File: config.mk
export PLATFORM = sky130hd
export DESIGN_NAME = dsp_mult_arbiter
export DESIGN_NICKNAME = d
export VERILOG_FILES = /design/src/rtl/dsp_arb_pkg.sv /design/src/rtl/dsp_mult_arbiter_rr_arbiter.sv /design/src/rtl/dsp_mult_arbiter.sv
export SDC_FILE = /design/constraint.sdc
export NUM_CORES = 1
export LEC_CHECK = 0
export CAP_MARGIN = 20
export CORE_MARGIN = 5
export CORE_UTILIZATION = 48
export CTS_CLUSTER_DIAMETER = 120
export DETAILED_ROUTE_END_ITERATION = 10
export GPL_ROUTABILITY_DRIVEN = 1
export GPL_TIMING_DRIVEN = 1
export PLACE_DENSITY = 0.78
export SETUP_SLACK_MARGIN = 0.05
export SYNTH_ARGS = -nofsm -noshare
export SYNTH_HDL_FRONTEND = slang
export SYNTH_SLANG_ARGS = --single-unit
File: constraint.sdc
create_clock -name clk -period 4.2 [get_ports clk]
set_clock_uncertainty 0.05 [all_clocks]
set_input_delay 1.26 -clock clk [delete_from_list [all_inputs] [get_ports clk]]
set_output_delay 1.26 -clock clk [all_outputs]
set_load 0.01 [all_outputs]
File: src/rtl/dsp_arb_pkg.sv
// -----------------------------------------------------------------------------
// dsp_arb_pkg
// Shared definitions for the shared-DSP multiplier arbiter.
//   LAT_BASE      : operand-to-response latency without the DSP MREG stage
//   DEF_*         : default geometry of dsp_mult_arbiter
//   id_width()    : requester-index width, never narrower than one bit
//   op_stage_t /
//   prod_stage_t  : pipeline stage records at the default geometry
// No ports (package).
// -----------------------------------------------------------------------------
package dsp_arb_pkg;

    localparam int LAT_BASE  = 2;
    localparam int DEF_N_REQ = 4;
    localparam int DEF_OP_W  = 8;
    localparam int DEF_RES_W = 18;

    // Index width for n requesters; a single requester still needs one id bit.
    function automatic int id_width(input int n);
        return (n < 2) ? 1 : $clog2(n);
    endfunction

    localparam int DEF_ID_W = id_width(DEF_N_REQ);

    // Operand stage record: {valid, id, a, b}.
    typedef struct packed {
        logic                valid;
        logic [DEF_ID_W-1:0] id;
        logic [DEF_OP_W-1:0] a;
        logic [DEF_OP_W-1:0] b;
    } op_stage_t;

    // Product stage record: {valid, id, product}.
    typedef struct packed {
        logic                 valid;
        logic [DEF_ID_W-1:0]  id;
        logic [DEF_RES_W-1:0] prod;
    } prod_stage_t;

endpackage

File: src/rtl/dsp_mult_arbiter_rr_arbiter.sv
// -----------------------------------------------------------------------------
// rr_arbiter
// Combinational round-robin arbiter: grants the first requester at or above
// the pointer (with wrap-around) whose request is high, if enabled.
// Ports:
//   req     in  N   request vector
//   en      in  1   enable; low forces no grant
//   pointer in  IW  highest-priority index (always < N)
//   grant   out N   one-hot grant (all zero if none)
//   idx     out IW  encoded index of the granted requester (0 if none)
// -----------------------------------------------------------------------------
module rr_arbiter
    import dsp_arb_pkg::*;
#(
    parameter  int N  = 4,
    localparam int IW = id_width(N)
) (
    input  logic [N-1:0]  req,
    input  logic          en,
    input  logic [IW-1:0] pointer,
    output logic [N-1:0]  grant,
    output logic [IW-1:0] idx
);

    logic [IW:0]   sum_s;
    logic [IW-1:0] cand_s;
    logic          found_s;

    // Rotating priority search starting at the pointer.
    always_comb begin
        grant   = '0;
        idx     = '0;
        found_s = 1'b0;
        sum_s   = '0;
        cand_s  = '0;
        for (int k = 0; k < N; k++) begin
            // pointer + k is below 2N, so one conditional subtract wraps it.
            sum_s = {1'b0, pointer} + (IW+1)'(k);
            if (sum_s >= (IW+1)'(N)) begin
                sum_s = sum_s - (IW+1)'(N);
            end else begin
                sum_s = sum_s;
            end
            cand_s = sum_s[IW-1:0];
            if (en && !found_s && req[cand_s]) begin
                grant[cand_s] = 1'b1;
                idx           = cand_s;
                found_s       = 1'b1;
            end else begin
                found_s = found_s;
            end
        end
    end

endmodule

File: src/rtl/dsp_mult_arbiter.sv
// -----------------------------------------------------------------------------
// dsp_mult_arbiter
// Shares one registered multiplier among N_REQ requesters. One requester is
// granted per cycle (round-robin); its operands enter a fixed-latency
// multiply pipeline and the zero-extended product returns tagged with the
// requester index. Responses leave in grant order with no backpressure.
// Build option: define DSP_MREG_EN to insert the DSP MREG stage (latency 3
// instead of 2).
// Ports:
//   clk        in  1            fabric clock
//   rst_n      in  1            asynchronous active-low reset
//   req_valid  in  N_REQ        per-requester request valid
//   req_a      in  N_REQ*OP_W   packed factor A, requester i at [i*OP_W +: OP_W]
//   req_b      in  N_REQ*OP_W   packed factor B, same packing
//   req_ready  out N_REQ        one-hot grant (combinational)
//   pause      in  1            blocks new grants; in-flight work drains
//   rsp_valid  out 1            one-cycle pulse per completed product
//   rsp_id     out ID_W         owner of rsp_result
//   rsp_result out RES_W        zero-extended product, held between pulses
//   busy       out 1            any operation in flight
// -----------------------------------------------------------------------------
module dsp_mult_arbiter
    import dsp_arb_pkg::*;
#(
    parameter  int N_REQ = DEF_N_REQ,
    parameter  int OP_W  = DEF_OP_W,
    parameter  int RES_W = DEF_RES_W,
    localparam int ID_W  = id_width(N_REQ)
) (
    input  logic                  clk,
    input  logic                  rst_n,
    input  logic [N_REQ-1:0]      req_valid,
    input  logic [N_REQ*OP_W-1:0] req_a,
    input  logic [N_REQ*OP_W-1:0] req_b,
    output logic [N_REQ-1:0]      req_ready,
    input  logic                  pause,
    output logic                  rsp_valid,
    output logic [ID_W-1:0]       rsp_id,
    output logic [RES_W-1:0]      rsp_result,
    output logic                  busy
);

    typedef struct packed {
        logic            valid;
        logic [ID_W-1:0] id;
        logic [OP_W-1:0] a;
        logic [OP_W-1:0] b;
    } op_rec_t;

    typedef struct packed {
        logic             valid;
        logic [ID_W-1:0]  id;
        logic [RES_W-1:0] prod;
    } prod_rec_t;

    logic [ID_W-1:0]   ptr_r;
    logic [ID_W-1:0]   ptr_next_s;
    logic [N_REQ-1:0]  grant_s;
    logic [ID_W-1:0]   gidx_s;
    logic              arb_en_s;
    logic              hs_s;
    logic [2*OP_W-1:0] prod_s;
    logic [RES_W-1:0]  prod_ext_s;
    op_rec_t           s1_r;
    prod_rec_t         pre_s;
    prod_rec_t         out_r;

    assign arb_en_s = ~pause;

    rr_arbiter #(.N(N_REQ)) u_arb (
        .req     (req_valid),
        .en      (arb_en_s),
        .pointer (ptr_r),
        .grant   (grant_s),
        .idx     (gidx_s)
    );

    // The arbiter only grants valid requesters, so any grant is a handshake.
    assign req_ready  = grant_s;
    assign hs_s       = |grant_s;
    assign ptr_next_s = (gidx_s == ID_W'(N_REQ - 1)) ? '0 : gidx_s + ID_W'(1);

    // Round-robin pointer: moves past the requester just served.
    always_ff @(posedge clk or negedge rst_n) begin
        if (!rst_n) begin
            ptr_r <= '0;
        end else if (hs_s) begin
            ptr_r <= ptr_next_s;
        end else begin
            ptr_r <= ptr_r;
        end
    end

    // Operand stage: capture the granted requester's operands and index.
    always_ff @(posedge clk or negedge rst_n) begin
        if (!rst_n) begin
            s1_r <= '0;
        end else begin
            s1_r.valid <= hs_s;
            if (hs_s) begin
                s1_r.id <= gidx_s;
                s1_r.a  <= req_a[gidx_s*OP_W +: OP_W];
                s1_r.b  <= req_b[gidx_s*OP_W +: OP_W];
            end else begin
                s1_r.id <= s1_r.id;
                s1_r.a  <= s1_r.a;
                s1_r.b  <= s1_r.b;
            end
        end
    end

    // Full-width unsigned product; RES_W >= 2*OP_W so the cast only zero-extends.
    assign prod_s     = (2*OP_W)'(s1_r.a) * (2*OP_W)'(s1_r.b);
    assign prod_ext_s = RES_W'(prod_s);

`ifdef DSP_MREG_EN
    prod_rec_t m_r;

    // DSP MREG stage between the operand and product registers.
    always_ff @(posedge clk or negedge rst_n) begin
        if (!rst_n) begin
            m_r <= '0;
        end else begin
            m_r.valid <= s1_r.valid;
            if (s1_r.valid) begin
                m_r.id   <= s1_r.id;
                m_r.prod <= prod_ext_s;
            end else begin
                m_r.id   <= m_r.id;
                m_r.prod <= m_r.prod;
            end
        end
    end

    assign pre_s = m_r;
    assign busy  = s1_r.valid | m_r.valid | out_r.valid;
`else
    assign pre_s = '{valid: s1_r.valid, id: s1_r.id, prod: prod_ext_s};
    assign busy  = s1_r.valid | out_r.valid;
`endif

    // Product/response register; id and result only load on a valid op so they hold between pulses.
    always_ff @(posedge clk or negedge rst_n) begin
        if (!rst_n) begin
            out_r <= '0;
        end else begin
            out_r.valid <= pre_s.valid;
            if (pre_s.valid) begin
                out_r.id   <= pre_s.id;
                out_r.prod <= pre_s.prod;
            end else begin
                out_r.id   <= out_r.id;
                out_r.prod <= out_r.prod;
            end
        end
    end

    assign rsp_valid  = out_r.valid;
    assign rsp_id     = out_r.id;
    assign rsp_result = out_r.prod;

endmodule
==> run_results.csv, run 1 <==
group,metric,value,unit
floorplanning,die_x,111,µm
logic_synthesis,yosysTopAreaCell,"dfrtp_1",
logic_synthesis,syn_area_per_cell,9.95,µm²
logic_synthesis,synth_warnings,0,
setup_path,worst_path_max_delay_cell,"fa_1",
global_route,use_met1,23.2,%
sta,setup_ws,-0.0671,ns
clock_tree,cts_root_buffer,"clkbuf_8",
logic_synthesis,synthCells,488,
logic_synthesis,synth_edf_count,0,
floorplanning,initial_core_util,49.4,%
sta,rsz0062_at_grt,"yes",
floorplanning,die_h,111,µm
global_route,grt.overflow.total,0,
global_route,use_met3,3.23,%
layout,drive_gt1_share,36.4,%
global_route,antenna_found_initial,0,
setup_path,start_kind,"flip-flop",
route,drtPass1Iterations,4,
setup_path,cp-end-kind,"flip-flop",
setup_path,crit_top_cell,"fa_1",
setup_path,cp.arrival,4.40,ns
placement,port-buffer-count,94,
worst_hold_path,min_path_cells,2,
clock_tree,cts_tree,"done",
setup_path,worst-setup-path-type,"flip-flop to flip-flop",
sta,clock.fmax,0.234,GHz
layout,area_growth,41.1,%
setup_path,cp_num_buf_inv,2,
route,vias,4062,
layout,insertedDiodeCount,0,
worst_hold_path,hp-class,"flip-flop to flip-flop",
setup_path,critPathRequiredTime,4.33,ns
placement,gp_congestion,0.842,
sta,post-route-period-util,102,%
route,drc,0,
logic_synthesis,synthTopCellsByCount,"inv_1 (60), and2_1 (47), nand2_1 (46)",
global_route,grt_max_degree,41,
run_status,violations,"negative setup slack",
setup_path,timing.critical_path.max_delay_family,"adder cells",
floorplanning,die_area,0.0122,mm²
floorplanning,std_cell_rows,36,
clock_tree,cts_hold_buf,0,
global_route,grtUsageMet2,37.1,%
worst_hold_path,whs_endpoint,"pre_s[18]$_DFFE_PN0P_",
logic_synthesis,synth_ff_type,"dfrtp_1",
global_route,grt.busiest_layer,"met2",
clock_tree,clockBufferDepth,2,
logic_synthesis,synth-seq-area-share,20.6,%
clock_tree,cts.htree.levels,2,
setup_path,critPathMaxStageDelay,0.55,ns
clock_tree,clkLatencyLatePin,0.30,ns
logic_synthesis,synthDistinctLibCells,63,
setup_path,reg2reg_slack,-0.07,ns
sta,final_max_slew_viol_count,0,
setup_path,regToRegStartpoint,"s1_r[9]$_DFFE_PN0P_",
logic_synthesis,yosysMostFrequentCell,"inv_1",
sta,setup_viol,3,
clock_tree,cts.clk_slew.worst_paths,0.09,ns
route,wl,12.2,mm
layout,fill_cells,765,
run_status,status,"finished, violations left",
route,drt_iter0_markers,154,
placement,hpwl,9.35,mm
worst_hold_path,holdCritStartpoint,"pre_s[18]$_DFFE_PN0P_",
sta,tightest_slew,0.910,ns
global_route,grtUsageTotal,19.7,%
logic_synthesis,async_flop_share,100,%
sta,hold_ws,0.430,ns
floorplanning,ios,97,
setup_path,crit_fanout,5,
clock_tree,cts_sinks,40,
global_route,grt_pass1_vias,4449,
route,wire_per_inst,15.7,µm
route,drtAntennaViolNets,0,
logic_synthesis,synthesis.area,0.00485,mm²
setup_path,r2r-end,"rsp_result[15]$_DFFE_PN0P_",
global_route,grt_pass1_wl,20.5,mm
floorplanning,core,0.00982,mm²
run,drv_cap,0,
setup_path,cp_cell_sequence,"and2_4, fa_1, fa_1, fa_1, inv_2, fa_1, inv_2, ha_4, o21a_1, o21ai_2, a221oi_4, o211ai_1, a21oi_1, a311o_1",
sta,layout_min_cycle_time,4.27,ns
logic_synthesis,yosys_register_bits,40,
route,avgViaCountPerCell,5.21,
logic_synthesis,yosys-top-cells-area,"dfrtp_1 (21%), fa_1 (15%), ha_1 (10%)",
clock_tree,cts_inserted_buffers,5,
logic_synthesis,yosysTopAreaCellShare,20.6,%
sta,slew_headroom,39.3,%
layout,nNetsFinal,792,
setup_path,worstRegToRegCells,14,
sta,hold_violations,0,
==> placed cells by master (no fill, tap or decap), types with 6 or more instances in the layout <==
cell / instances
xnor2_1: 6
buf_4: 66
dfrtp_1: 32
dfrtp_2: 8
o31ai_2: 16
and2_1: 34
a211oi_2: 28
fa_1: 33
ha_1: 31
buf_6: 13
a21oi_1: 8
clkdlybuf4s50_1: 85
nor2b_1: 25
and2_4: 13
and2b_4: 6
inv_1: 50
inv_2: 11
o21ai_0: 6
nand2_1: 45
mux2_2: 9
ha_4: 8
==> worst max path at each step <==
| stage | startpoint | endpoint | cells past startpoint |
|---|---|---|---|
| final | s1_r[9]$_DFFE_PN0P_ | rsp_result[15]$_DFFE_PN0P_ | 14 |
| after global routing | s1_r[9]$_DFFE_PN0P_ | rsp_result[15]$_DFFE_PN0P_ | 14 |
| after CTS | s1_r[2]$_DFFE_PN0P_ | rsp_result[12]$_DFFE_PN0P_ | 15 |
| after detailed placement | req_valid[0] | req_ready[0] | 6 |
| after global placement | req_valid[0] | req_ready[0] | 6 |
| after floorplan | s1_r[5]$_DFFE_PN0P_ | rsp_result[15]$_DFFE_PN0P_ | 15 |
==> tightest hold or removal path: cells and delay by family (launching register included) <==
family	cells	cell delay (ns)
AND/OR/NAND/NOR	1	0.05
flip-flops	1	0.34
AO/OA/AOI/OAI	1	0.06
==> what timing repair did <==
action,CTS,global route
setup endpoints to repair,10,11
resized for setup,68,45
cloned,0,0
pin swaps,45,40
buffers inserted,18,7
==> layer usage <==
layer	part of all wire [%]	vias up	wire length [µm]
met5	0	-	0
met4	1.5	0	188
met3	3.9	20	481
met2	54	94	6620
met1	40	1993	4940
li1	-	1955	-
==> cells by family (layout without fill, tap and decap cells) <==
| kind of cell | Yosys count | after routing | synth area share, % |
|---|---|---|---|
| AO/OA/AOI/OAI | 99 | 99 | 19.3 |
| XOR/XNOR | 8 | 8 | 1.44 |
| adder cells (fa/ha/maj) | 76 | 76 | 25.2 |
| buffers and inverters | 87 | 244 | 8.95 |
| flip-flops | 40 | 40 | 20.6 |
| multiplexers | 20 | 20 | 5.49 |
| other | 1 | 2 | 0.0773 |
| AND/OR/NAND/NOR | 157 | 157 | 19.0 |
==> state kept, by name, summed over array words and instances, names as in the netlist, named ones only <==
| register | flops |
|---|---|
| rsp_id | 2 |
| s1_r | 16 |
| rsp_valid | 1 |
| ptr_r | 1 |
| pre_s | 3 |
| rsp_result | 16 |
==> stage by stage <==
| stage | instances | setup TNS, ns | instance area, µm² | setup WS, ns | util, % |
|---|---|---|---|---|---|
| 6_report | 779 | -0.0948 | 6850 | -0.0671 | 69.8 |
| 5_1_grt | 779 | -0.506 | 6850 | -0.136 | 69.8 |
| 4_1_cts | 774 | -0.0814 | 6630 | -0.0414 | 67.5 |
| 3_5_place_dp | 748 | -3.29 | 6330 | -0.709 | 64.5 |
| 3_3_place_gp | 748 | -2.61 | 6330 | -0.569 | 64.5 |
| 2_1_floorplan | 489 | 0 | 4950 | 0.0362 | - |
==> area by class of cell <==
| cell class | instances | area, µm² | share of cell area [%] |
|---|---|---|---|
| timing repair buffer | 174 | 1620 | 23.6 |
| clock buffer | 7 | 76.3 | 1.11 |
| multi-input combinational | 362 | 3740 | 54.5 |
| inverter | 62 | 233 | 3.40 |
| tap | 133 | 166 | 2.43 |
| clock inverter | 1 | 8.76 | 0.128 |
| sequential | 40 | 1010 | 14.8 |
Power of run 1 is left out: the tool's default activity adds up to more than one toggle a clock period on the data nets, which glitch-free logic cannot reach.
==> inputs of run 2 (changes only) <==
- CORE_MARGIN: 5 -> unset
==> run 2 against run 1 <==
The flow still finishes with violations (negative setup slack). Sequential share of layout area fell by 0.067 points. First-iteration DRC count fell by 18%. Die area fell by 14%.
==> run_results.csv, run 2 (synthesis results as in run 1) <==
group,metric,value,unit
setup_path,reg2reg_slack,-0.03,ns
global_route,grtUsageTotal,23.8,%
layout,final_util,70.3,%
setup_path,cp.arrival,4.39,ns
worst_hold_path,hp-class,"flip-flop to flip-flop",
route,drtPass1Iterations,4,
setup_path,critPathMaxStageDelay,0.56,ns
sta,tightest_slew,0.905,ns
sta,rsz0062_at_grt,"yes",
global_route,grtUsageMet2,44.1,%
clock_tree,clkLatencyLatePin,0.31,ns
global_route,grt_max_degree,41,
clock_tree,cts_inserted_buffers,5,
setup_path,crit_top_cell,"fa_1",
setup_path,cp_num_buf_inv,3,
sta,clock.fmax,0.236,GHz
run,drv_cap,0,
setup_path,worst_path_max_delay_cell,"fa_1",
placement,postPlaceCellArea,0.00632,mm²
floorplanning,initial_core_util,49.7,%
global_route,antenna_found_initial,0,
route,wl,11.5,mm
floorplanning,core,0.00977,mm²
clock_tree,cts_sinks,40,
layout,multi_input_area,0.00368,mm²
clock_tree,cts.htree.levels,2,
layout,area_growth,41.6,%
route,drc,0,
route,drt_iter0_markers,127,
sta,hold_violations,0,
route,avgViaCountPerCell,5.14,
clock_tree,cts_hold_buf,0,
setup_path,timing.critical_path.max_delay_family,"adder cells",
sta,setup_viol,3,
floorplanning,die_area,0.0105,mm²
layout,layout_commonest_cell,"clkdlybuf4s50_1",
setup_path,worst-setup-path-type,"flip-flop to flip-flop",
setup_path,start_kind,"flip-flop",
run_status,violations,"negative setup slack",
global_route,grt_pass1_vias,4337,
clock_tree,cts_root_buffer,"clkbuf_8",
layout,drive_gt1_share,34.8,%
global_route,use_met3,3.25,%
floorplanning,std_cell_rows,36,
layout,postLayoutCellArea,0.00687,mm²
global_route,grt.busiest_layer,"met2",
floorplanning,die_x,103,µm
global_route,grt_pass1_wl,19.5,mm
layout,nNetsFinal,796,
floorplanning,ios,97,
placement,port-buffer-count,94,
layout,mostFrequentLayoutCells,"clkdlybuf4s50_1 (85), buf_4 (69), inv_1 (54), nand2_1 (43), and2_1 (40)",
sta,final_max_slew_viol_count,0,
clock_tree,clockBufferDepth,2,
sta,layout_min_cycle_time,4.23,ns
setup_path,critPathRequiredTime,4.36,ns
layout,fill_cells,721,
placement,hpwl,8.74,mm
setup_path,cp-end-kind,"flip-flop",
sta,hold_ws,0.447,ns
clock_tree,cts.clk_slew.worst_paths,0.09,ns
sta,slew_headroom,39.6,%
layout,seqCellArea,0.00101,mm²
setup_path,cp_cell_sequence,"and2_4, fa_1, fa_1, fa_1, inv_1, fa_1, inv_2, ha_4, o21a_1, o21ai_2, a221oi_2, buf_4, o21a_1, o21a_1, o31ai_1",
global_route,use_met1,28.5,%
route,vias,4024,
placement,gp_congestion,0.921,
global_route,grt.overflow.total,0,
placement,place_inst,747,
route,wire_per_inst,14.7,µm
sta,setup_ws,-0.0291,ns
clock_tree,cts_tree,"done",
route,drtAntennaViolNets,0,
sta,post-route-period-util,101,%
layout,stdcell_count,783,
floorplanning,die_h,103,µm
setup_path,crit_fanout,6,
layout,insertedDiodeCount,0,
run_status,status,"finished, violations left",
run 2: worst paths after layout:
kind	start	endpoint	cells after the start
max	s1_r[10]$_DFFE_PN0P_	rsp_result[13]$_DFFE_PN0P_	15
min	pre_s[18]$_DFFE_PN0P_	pre_s[18]$_DFFE_PN0P_	2
max reg2reg	s1_r[10]$_DFFE_PN0P_	rsp_result[13]$_DFFE_PN0P_	15
min reg2reg	pre_s[18]$_DFFE_PN0P_	pre_s[18]$_DFFE_PN0P_	2
max in group asynchronous	rst_n	s1_r[2]$_DFFE_PN0P_	1
min in group asynchronous	rst_n	rsp_result[0]$_DFFE_PN0P_	1
run 2: layout make-up:
class,instances,area share (%)
Clock buffer,7,1.40
Inverter,62,3.39
Tap cell,133,2.42
Sequential cell,40,14.7
Timing Repair Buffer,178,24.2
Multi-Input combinational cell,362,53.5
Clock inverter,1,0.437
run 2: tightest hold or removal path, cell delays in order, from the launching register on:
cell	delay (ns)
dfrtp_1	0.35
nand2_1	0.05
o21ai_1	0.06
run 2: timing repair:
| action | 4_1_cts | 5_1_grt |
|---|---|---|
| pin swaps | 40 | 30 |
| resized for setup | 65 | 27 |
| setup buffers | 21 | 7 |
| endpoints found under the setup margin | 10 | 11 |
| gates cloned | 0 | 0 |
run 2: metal layers:
layer	vias up	wire [µm]
met5	-	0
met4	0	183
met3	20	431
met2	102	6120
met1	1940	4800
li1	1962	-
run 2: metrics by stage:
step,TNS (ns),setup WS [ns]
after floorplan,0,0.0362
after global placement,-2.69,-0.631
after detailed placement,-3.42,-0.750
after CTS,-0.193,-0.0821
after global routing,-0.929,-0.221
final,-0.0491,-0.0291
Power of run 2 is left out for the same reason.
